### src/rtl/grid_pkg.sv
// Shared definitions for the life-grid display path: grid geometry, scan states
// and the row extraction helper.
package grid_pkg;

    localparam int GRID_W    = 64;
    localparam int GRID_ROWS = 8;
    localparam int GRID_COLS = 8;

    typedef enum logic [1:0] {
        SCAN_IDLE,
        SCAN_BLANK,
        SCAN_DRIVE
    } scan_state_t;

    // Row 0 occupies the most significant byte of the generation word.
    function automatic logic [GRID_COLS-1:0] row_of(input logic [GRID_W-1:0] g,
                                                    input logic [31:0]       r);
        row_of = g[GRID_W-1-GRID_COLS*r -: GRID_COLS];
    endfunction

endpackage

### src/rtl/grid_row_scanner_if.sv
// Valid/ready channel carrying one 64-bit generation from the evolution FSM
// to the display scanner.
interface grid_if;
    import grid_pkg::*;

    logic [GRID_W-1:0] grid;
    logic              grid_valid;
    logic              grid_ready;

    modport master (output grid, output grid_valid, input  grid_ready);
    modport slave  (input  grid, input  grid_valid, output grid_ready);
endinterface

### src/rtl/grid_row_scanner_scan_timer.sv
// Loadable saturating down-counter timing the blank and dwell phases of a row.
module scan_timer #(
    parameter int W = 3
) (
    input  logic         clk,
    input  logic         reset,
    input  logic         load_i,
    input  logic [W-1:0] load_val_i,
    input  logic         tick_i,
    output logic [W-1:0] count_o,
    output logic         expired_o
);
    logic [W-1:0] count_q;

    always_ff @(posedge clk) begin
        if (reset) begin
            count_q <= '0;
        end else if (load_i) begin
            count_q <= load_val_i;
        end else if (tick_i && (count_q != '0)) begin
            count_q <= count_q - W'(1);
        end
    end

    assign count_o   = count_q;
    assign expired_o = (count_q == '0);
endmodule

### src/rtl/grid_row_scanner.sv
// LED matrix row scanner: double-buffers incoming generations and scans the
// active frame one row at a time with blanking, swapping frames only at frame start.
module grid_row_scanner
    import grid_pkg::*;
#(
    parameter int ROWS      = GRID_ROWS,
    parameter int COLS      = GRID_COLS,
    parameter int DWELL     = 4,
    parameter int BLANK_CYC = 1
) (
    input  logic            clk,
    input  logic            reset,
    input  logic            enable,
    grid_if.slave           gin,
    output logic [ROWS-1:0] row_sel,
    output logic [COLS-1:0] col_data,
    output logic            frame_done
);
    localparam int CMAX = (DWELL > BLANK_CYC) ? DWELL : BLANK_CYC;
    localparam int CW   = $clog2(CMAX + 1);
    localparam int RW   = (ROWS > 1) ? $clog2(ROWS) : 1;

    localparam logic [CW-1:0] BLANK_LD = CW'(BLANK_CYC - 1);
    localparam logic [CW-1:0] DWELL_LD = CW'(DWELL - 1);
    localparam logic [RW-1:0] LAST_ROW = RW'(ROWS - 1);

    scan_state_t       state_q;
    logic [RW-1:0]     row_idx_q;
    logic              pending_q;
    logic              have_frame_q;
    logic [GRID_W-1:0] shadow_q;
    logic [GRID_W-1:0] active_q;
    logic [ROWS-1:0]   row_sel_q;
    logic [COLS-1:0]   col_data_q;
    logic              frame_done_q;

    logic          accept;
    logic          start;
    logic          last_row;
    logic          tmr_load;
    logic          tmr_tick;
    logic [CW-1:0] tmr_val;
    logic [CW-1:0] tmr_count;
    logic          tmr_expired;

    assign gin.grid_ready = !pending_q;
    assign accept         = gin.grid_valid && !pending_q;
    assign start          = (state_q == SCAN_IDLE) && (pending_q || have_frame_q);
    assign last_row       = (row_idx_q == LAST_ROW);

    // The timer is reloaded on every state change and counts down while the state holds.
    always_comb begin
        tmr_load = 1'b0;
        tmr_val  = '0;
        if (!enable) begin
            tmr_load = 1'b1;
        end else begin
            case (state_q)
                SCAN_IDLE:  if (start)       begin tmr_load = 1'b1; tmr_val = BLANK_LD; end
                SCAN_BLANK: if (tmr_expired) begin tmr_load = 1'b1; tmr_val = DWELL_LD; end
                SCAN_DRIVE: if (tmr_expired) begin tmr_load = 1'b1; tmr_val = BLANK_LD; end
                default:    tmr_load = 1'b1;
            endcase
        end
        tmr_tick = !tmr_load;
    end

    scan_timer #(.W(CW)) u_timer (
        .clk        (clk),
        .reset      (reset),
        .load_i     (tmr_load),
        .load_val_i (tmr_val),
        .tick_i     (tmr_tick),
        .count_o    (tmr_count),
        .expired_o  (tmr_expired)
    );

    always_ff @(posedge clk) begin
        if (reset) begin
            state_q      <= SCAN_IDLE;
            row_idx_q    <= '0;
            pending_q    <= 1'b0;
            have_frame_q <= 1'b0;
            shadow_q     <= '0;
            active_q     <= '0;
            row_sel_q    <= '0;
            col_data_q   <= '0;
            frame_done_q <= 1'b0;
        end else begin
            frame_done_q <= 1'b0;
            if (accept) begin
                shadow_q  <= gin.grid;
                pending_q <= 1'b1;
            end
            if (!enable) begin
                state_q    <= SCAN_IDLE;
                row_idx_q  <= '0;
                row_sel_q  <= '0;
                col_data_q <= '0;
            end else begin
                case (state_q)
                    SCAN_IDLE: if (start) begin
                        state_q   <= SCAN_BLANK;
                        row_idx_q <= '0;
                        if (pending_q) begin
                            active_q     <= shadow_q;
                            pending_q    <= 1'b0;
                            have_frame_q <= 1'b1;
                        end
                    end
                    SCAN_BLANK: if (tmr_expired) begin
                        state_q      <= SCAN_DRIVE;
                        row_sel_q    <= ROWS'(1) << row_idx_q;
                        col_data_q   <= COLS'(row_of(active_q, 32'(row_idx_q)));
                        frame_done_q <= last_row && (DWELL == 1);
                    end
                    SCAN_DRIVE: if (tmr_expired) begin
                        state_q    <= SCAN_BLANK;
                        row_sel_q  <= '0;
                        col_data_q <= '0;
                        if (last_row) begin
                            row_idx_q <= '0;
                            if (pending_q) begin
                                active_q     <= shadow_q;
                                pending_q    <= 1'b0;
                                have_frame_q <= 1'b1;
                            end
                        end else begin
                            row_idx_q <= row_idx_q + RW'(1);
                        end
                    end else if (last_row && (tmr_count == CW'(1))) begin
                        // Registered pulse must be set one cycle ahead of the final dwell cycle.
                        frame_done_q <= 1'b1;
                    end
                    default: state_q <= SCAN_IDLE;
                endcase
            end
        end
    end

    assign row_sel    = row_sel_q;
    assign col_data   = col_data_q;
    assign frame_done = frame_done_q;
endmodule

### src/flat_wrapper.sv
// flat-port wrapper written by rule: the top's interface ports become plain ports
module grid_row_scanner_flat import grid_pkg::*;
#(
    parameter int ROWS      = GRID_ROWS,
    parameter int COLS      = GRID_COLS,
    parameter int DWELL     = 4,
    parameter int BLANK_CYC = 1
)
  (clk, reset, enable, row_sel, col_data, frame_done, gin_grid, gin_grid_valid, gin_grid_ready);
  grid_if gin_i ();
  input  logic clk;
  input  logic reset;
  input  logic enable;
  output logic [ROWS-1:0] row_sel;
  output logic [COLS-1:0] col_data;
  output logic frame_done;
  input wire logic [$bits(gin_i.grid)-1:0] gin_grid;
  input wire logic [$bits(gin_i.grid_valid)-1:0] gin_grid_valid;
  output wire logic [$bits(gin_i.grid_ready)-1:0] gin_grid_ready;
  assign gin_i.grid = gin_grid;
  assign gin_i.grid_valid = gin_grid_valid;
  assign gin_grid_ready = gin_i.grid_ready;
  grid_row_scanner #(.ROWS(ROWS), .COLS(COLS), .DWELL(DWELL), .BLANK_CYC(BLANK_CYC)) u_core (.clk(clk), .reset(reset), .enable(enable), .gin(gin_i), .row_sel(row_sel), .col_data(col_data), .frame_done(frame_done));
endmodule
### config.mk
export PLATFORM = sky130hd
export DESIGN_NAME = grid_row_scanner_flat
export DESIGN_NICKNAME = d
export VERILOG_FILES = /design/src/rtl/grid_pkg.sv /design/src/rtl/grid_row_scanner_if.sv /design/src/rtl/grid_row_scanner_scan_timer.sv /design/src/rtl/grid_row_scanner.sv /design/src/flat_wrapper.sv
export SDC_FILE = /design/constraint.sdc
export NUM_CORES = 1
export LEC_CHECK = 0
export ABC_AREA = 1
export ABC_CLOCK_PERIOD_IN_PS = 2400
export CAP_MARGIN = 40
export CORE_MARGIN = 2
export CORE_UTILIZATION = 40
export DETAILED_ROUTE_END_ITERATION = 16
export DONT_BUFFER_PORTS = 1
export HOLD_SLACK_MARGIN = 0.15
export PLACE_DENSITY_LB_ADDON = 0.3
export SLEW_MARGIN = 40
export SYNTH_ARGS = -nofsm -noshare
export SYNTH_HDL_FRONTEND = slang
export SYNTH_SLANG_ARGS = --single-unit
### constraint.sdc
create_clock -name clk -period 2.4 [get_ports clk]
set_input_delay 0.6 -clock clk [delete_from_list [all_inputs] [get_ports clk]]
set_output_delay 0.6 -clock clk [all_outputs]
set_load 0.005 [all_outputs]
# After elaboration in Yosys (flattened, before gate mapping)
# Cells that the tools add are included.
# classes
eq_ne	8
n_reduce_logical	20
mux	40
shift	2
addsub	3
n_bitwise	2
# ops
op	n
64-bit two-way mux	4
64-bit case mux with 2 select lines	1
71-bit by 33-bit variable part select with 8-bit output	1
8-bit case mux with 2 select lines	2
8-bit two-way mux	3
3-bit two-way mux	7
1-bit two-way mux	14
3-bit AND reduction	3
2-bit two-way mux	4
2-bit by 1-bit != test with 1-bit output, second input constant	4
1-bit by 3-bit left shift with 8-bit output, first input constant	1
6-bit by 6-bit subtractor with 7-bit output, first input constant	1
1-bit case mux with 2 select lines	3
2-bit case mux with 3 select lines	1
3-bit case mux with 2 select lines	1
2-bit nonzero test	3
5-bit AND reduction	1
1-bit logical AND	4
2-bit OR reduction	2
4-bit OR reduction	1
3-bit by 1-bit adder with 3-bit output, second input constant	1
3-bit by 1-bit == test with 1-bit output, second input constant	1
3-bit == test, second input constant	1
3-bit logical NOT	1
other kinds (8)	10
# word_totals
register_bits	155
output_inout_bits	18
word_cells	85
inputBits	68

# Logic depth before layout (Yosys ltp)
# logic_depth
depth_word	9
mapped_depth	14
ltp_nobuf	11

# Modules after synthesis
# From an unflattened synthesis, not the netlist that was laid out.
# hier_totals
hier_cells	859
hier_area_um2	6399.9
# modules_own_cells
module	area_each_um2	cells_per_inst	instances
grid_row_scanner	6198.4	825	1
scan_timer	201.4	34	1

# Worst setup path before layout
# Ideal clock, no wire load.
# synth_timing
kind	flip-flop to flip-flop
from	register u_core.state_q[0]
to	register u_core.active_q[45]
setup_ns	0.116
synth_period_minus_slack_ns	1.708
arrival_time_ns	1.592
slack_ns	0.692
path_stages_with_launch	13
path_buffers	3
cell_sequence	dfxtp_1 inv_1 ha_1 buf_6 or2_0 nand2_1 inv_2 nand2_2 inv_2 buf_6 buf_6 nor2_1 nor2_1
# synth_via
elab_chain_cells	4
elab_cells_between_ends	9
classes_between	eq/ne: 4; mux: 1; reduce/logical: 4
# synth_lines
element	line_no	rtl
from (decl)	grid_row_scanner.sv:27	scan_state_t state_q;
from (signal assigned)	grid_row_scanner.sv:80	state_q <= SCAN_IDLE;
from (signal assigned)	grid_row_scanner.sv:96	state_q <= SCAN_IDLE;
from (signal assigned)	grid_row_scanner.sv:103	state_q <= SCAN_BLANK;
2-bit logical NOT	grid_row_scanner.sv:48, grid_row_scanner.sv:101	
1-bit logical AND	grid_row_scanner.sv:48	assign start = (state_q == SCAN_IDLE) && (pending_q || have_frame_q);
2-bit by 1-bit != test with 1-bit output (no source line)	-	
5-bit AND reduction (no source line)	-	
to (signal assigned)	grid_row_scanner.sv:106	active_q <= shadow_q;
to (signal assigned)	grid_row_scanner.sv:124	active_q <= shadow_q;
to (decl)	grid_row_scanner.sv:32	logic [GRID_W-1:0] active_q;
# Parallel ways exist; a longest one is shown, timed or not.
# A chain may end at the register's enable or synchronous reset.

# Final worst setup path
# layout_timing
from	register u_core.u_timer.count_q[0], in the netlist u_core.u_timer.count_o[0]
to	register u_core.active_q[63]
# layout_via
elab_chain_cells	3
# layout_lines
element	line_no	rtl
from (decl)	grid_row_scanner_scan_timer.sv:13	logic [W-1:0] count_q;
from (signal assigned)	grid_row_scanner_scan_timer.sv:19	count_q <= load_val_i;
from (signal assigned)	grid_row_scanner_scan_timer.sv:21	count_q <= count_q - W'(1);
3-bit logical NOT	grid_row_scanner_scan_timer.sv:26	assign expired_o = (count_q == '0);
2-bit by 1-bit != test with 1-bit output (no source line)	-	
5-bit AND reduction (no source line)	-	
# Every way passes these cells.

==> run metrics <==
status=finished clean; Initial DRT Pass Iterations=5; CTS resizes=0; synth warn=0; vias=between 5000 and 6000; Area after DPL=roughly 0.0065 mm^2; fin crit share=about 86%; full die area=between 0.015 and 0.02 mm^2; remaining antenna violation count=0; vias in the first global route=around 5000; RSZ-0062 raised after global routing=no; Final Critical Period=between 2 and 2.5 ns; PwrDens=882 mW/mm^2; row cnt=46; WS Path Type=reg2reg; Synth Cell Area=0.00645 mm^2; Clk pin slew, worst setup/hold paths=about 0.060 ns; Detailed Place HPWL=~9.7 mm; IO buf count=0; clock network power share=between 40% and 50%; final WL=between 10 and 15 mm; Leak=about 2.9 nW; core area=between 0.015 and 0.02 mm^2; CTS tree=built; Max clock buf depth=2; Starting Density=between 40% and 50%; setup tns final=0 ns; maximum number of pins on one net before global-route repair=around 120; CP endpoint kind=register; syn nets=slightly below 1000; Switching Power=around 1.6 mW; first-pass GRT wire length=approximately 24 mm; drt drc=0; worst-margin pin slew=about 0.66 ns; Flop pwr share=44.8%; Cell Int Power=between 4 and 5 mW; clk root buf=clkbuf_16; crit-path max FO=42; IO Count=86; worst endpoint data arrival time=approximately 2.4 ns; Yosys cell types=25; Clock Latency Late Sink=0.43 ns; VDD IR max=0.000570 V; antenna violations before repair=0; global route overflow=0; Synth Instances=~900; TritonCTS Buffers=17; maxcap violations=0; Post-CTS Hold Fix Bufs=0; switching part of the total=24.5%; final hold violations=0; finished layout cell area=between 0.007 and 0.008 mm^2; Worst EP required=between 2 and 3 ns; htree depth=4; Seq cells post-synth=155; CP startpoint kind=register; Slew Limit Headroom=56.2%; Final nets=between 900 and 1000; HP Class=in2reg; GRT Resource Usage Total=around 18%; Die H=between 100 and 150 um; synthesis-to-layout area growth=11.2%; WL per Instance=about 13 um; die outline width=between 100 and 150 um; Final Max Slew Viols=0; Final setup viols=0; sequential share of the synthesized area=between 40% and 50%; Iteration-0 DRC Markers=366; Final GP Congestion=around 0.83; Avg Cell Area, Syn=around 7.1 um^2; layout cell share with drive strength beyond 1=about 5.8%; Sink Count=about 160; antenna diode count=0; Via density=~4.8; Comb power frac=around a tenth; setup bufs post-CTS=0; Fmax achieved=between 0.4 and 0.5 GHz; final clock skew=0.00779 ns
[cell usage after synthesis]
library cell	number	area, um^2
buf_4	1	7.51
nor3_2	1	10.0
dfxtp_1	155	3100
nand4_1	3	18.8
inv_1	62	233
nor3_1	1	5.00
buf_2	9	45.0
a21oi_1	21	105
nor3b_1	1	7.51
clkbuf_2	1	5.00
o21ai_2	1	8.76
inv_2	5	18.8
o21ai_1	42	210
o21ai_0	95	475
nand3b_1	1	7.51
nand2_1	114	428
clkbuf_1	30	113
nand3_1	55	275
nor2_1	271	1020
or2_0	1	6.26
buf_6	13	146
ha_1	14	175
buf_1	3	11.3
clkinv_1	3	11.3
nand2_2	1	6.26
[worst max-delay path: stages (launching register included)]
cell,delay [ns]
dfxtp_1,0.34
inv_1,0.06
ha_1,0.14
ha_1,0.30
inv_2,0.06
nand2_1,0.10
nand2_1,0.08
nor3_2,0.13
nand2_2,0.10
inv_2,0.23
buf_12,0.25
nor2_1,0.07
nor2_1,0.10
[metrics by stage]
stage / hold slack [ns] / power, mW / util, % / std cells / setup slack (ns)
floorplan: 0.440 / 3.40 / - / 904 / 0.692
global placement: 0.454 / 3.54 / 41.3 / 1076 / 0.406
detailed placement: 0.464 / 3.55 / 41.3 / 1076 / 0.368
CTS: 0.214 / 6.40 / 45.3 / 1108 / 0.318
global route: 0.218 / 6.64 / 45.3 / 1108 / 0.0867
finish: 0.235 / 6.32 / 45.3 / 1108 / 0.343
[cells in the final DEF, fill, tap and decap left out, types with 3 or more instances in the layout]
cell type    n
buf_4        9
ha_1        14
inv_2        6
clkinv_1     3
buf_12       4
nand2_1    113
o21ai_1     42
bufinv_16    4
clkbuf_16   17
clkbuf_1     3
o21ai_0     95
dfxtp_1    155
nand4_1      3
nand3_1     55
nor2_1     271
a21oi_1     21
inv_1       61
[final timing paths]
| path | from | to | slack (ns) | cells past startpoint |
|---|---|---|---|---|
| hold reg to reg | u_core.have_frame_q$_SDFFE_PP0P_ | u_core.have_frame_q$_SDFFE_PP0P_ | 0.47 | 2 |
| setup reg to reg | u_core.u_timer.count_o[0]$_SDFFE_PP0P_ | u_core.active_q[63]$_SDFFE_PP0P_ | 0.34 | 12 |
| setup / recovery | u_core.u_timer.count_o[0]$_SDFFE_PP0P_ | u_core.active_q[63]$_SDFFE_PP0P_ | 0.34 | 12 |
| hold / removal | reset | u_core.have_frame_q$_SDFFE_PP0P_ | 0.24 | 1 |
[metal layers]
metal	up-vias	routed length, um	track usage (%)
li1	2795	-	-
met1	2391	7200	23.9
met2	100	6310	27.6
met3	13	688	5.05
met4	0	191	5.82
met5	-	0	0
[cell families after synthesis]
family / after synthesis / share of synthesized area, %
AOI/OAI and AO/OA: 159 / 12.4
adders and majority gates: 14 / 2.72
buffers and inverters: 127 / 9.16
DFF: 155 / 48.1
and+or+nand+nor: 449 / 27.6
[final cells by class]
cell class              instances  area (um^2)
flip-flops and latches        155         3100
well taps                     216          270
inverters                      70          263
clock buffers                  22          464
multi-input cells             622         2760
repair buffers                 13          148
fillers                      1653         8660
clock inverters                10          164
[sequential cells by signal, summed over array words and instances, names as in the netlist]
name                    cells
u_core.active_q            64
u_core.shadow_q            64
u_core.col_data             8
u_core.row_sel              8
u_core.row_idx_q            3
u_core.u_timer.count_o      3
u_core.state_q              2
u_core.frame_done           1
u_core.have_frame_q         1
u_core.pending_q            1
[power groups by stage]
| stage | Combinational (mW) | Sequential, mW | Clock (mW) |
|---|---|---|---|
| global placement | 0.652 | 2.89 | 0 |
| detailed placement | 0.658 | 2.89 | 0 |
| CTS | 0.662 | 2.84 | 2.90 |
| finish | 0.652 | 2.83 | 2.84 |
| floorplan | 0.542 | 2.86 | 0 |
| global route | 0.768 | 2.86 | 3.01 |
Note: power is estimated with default switching activity, not from simulation.
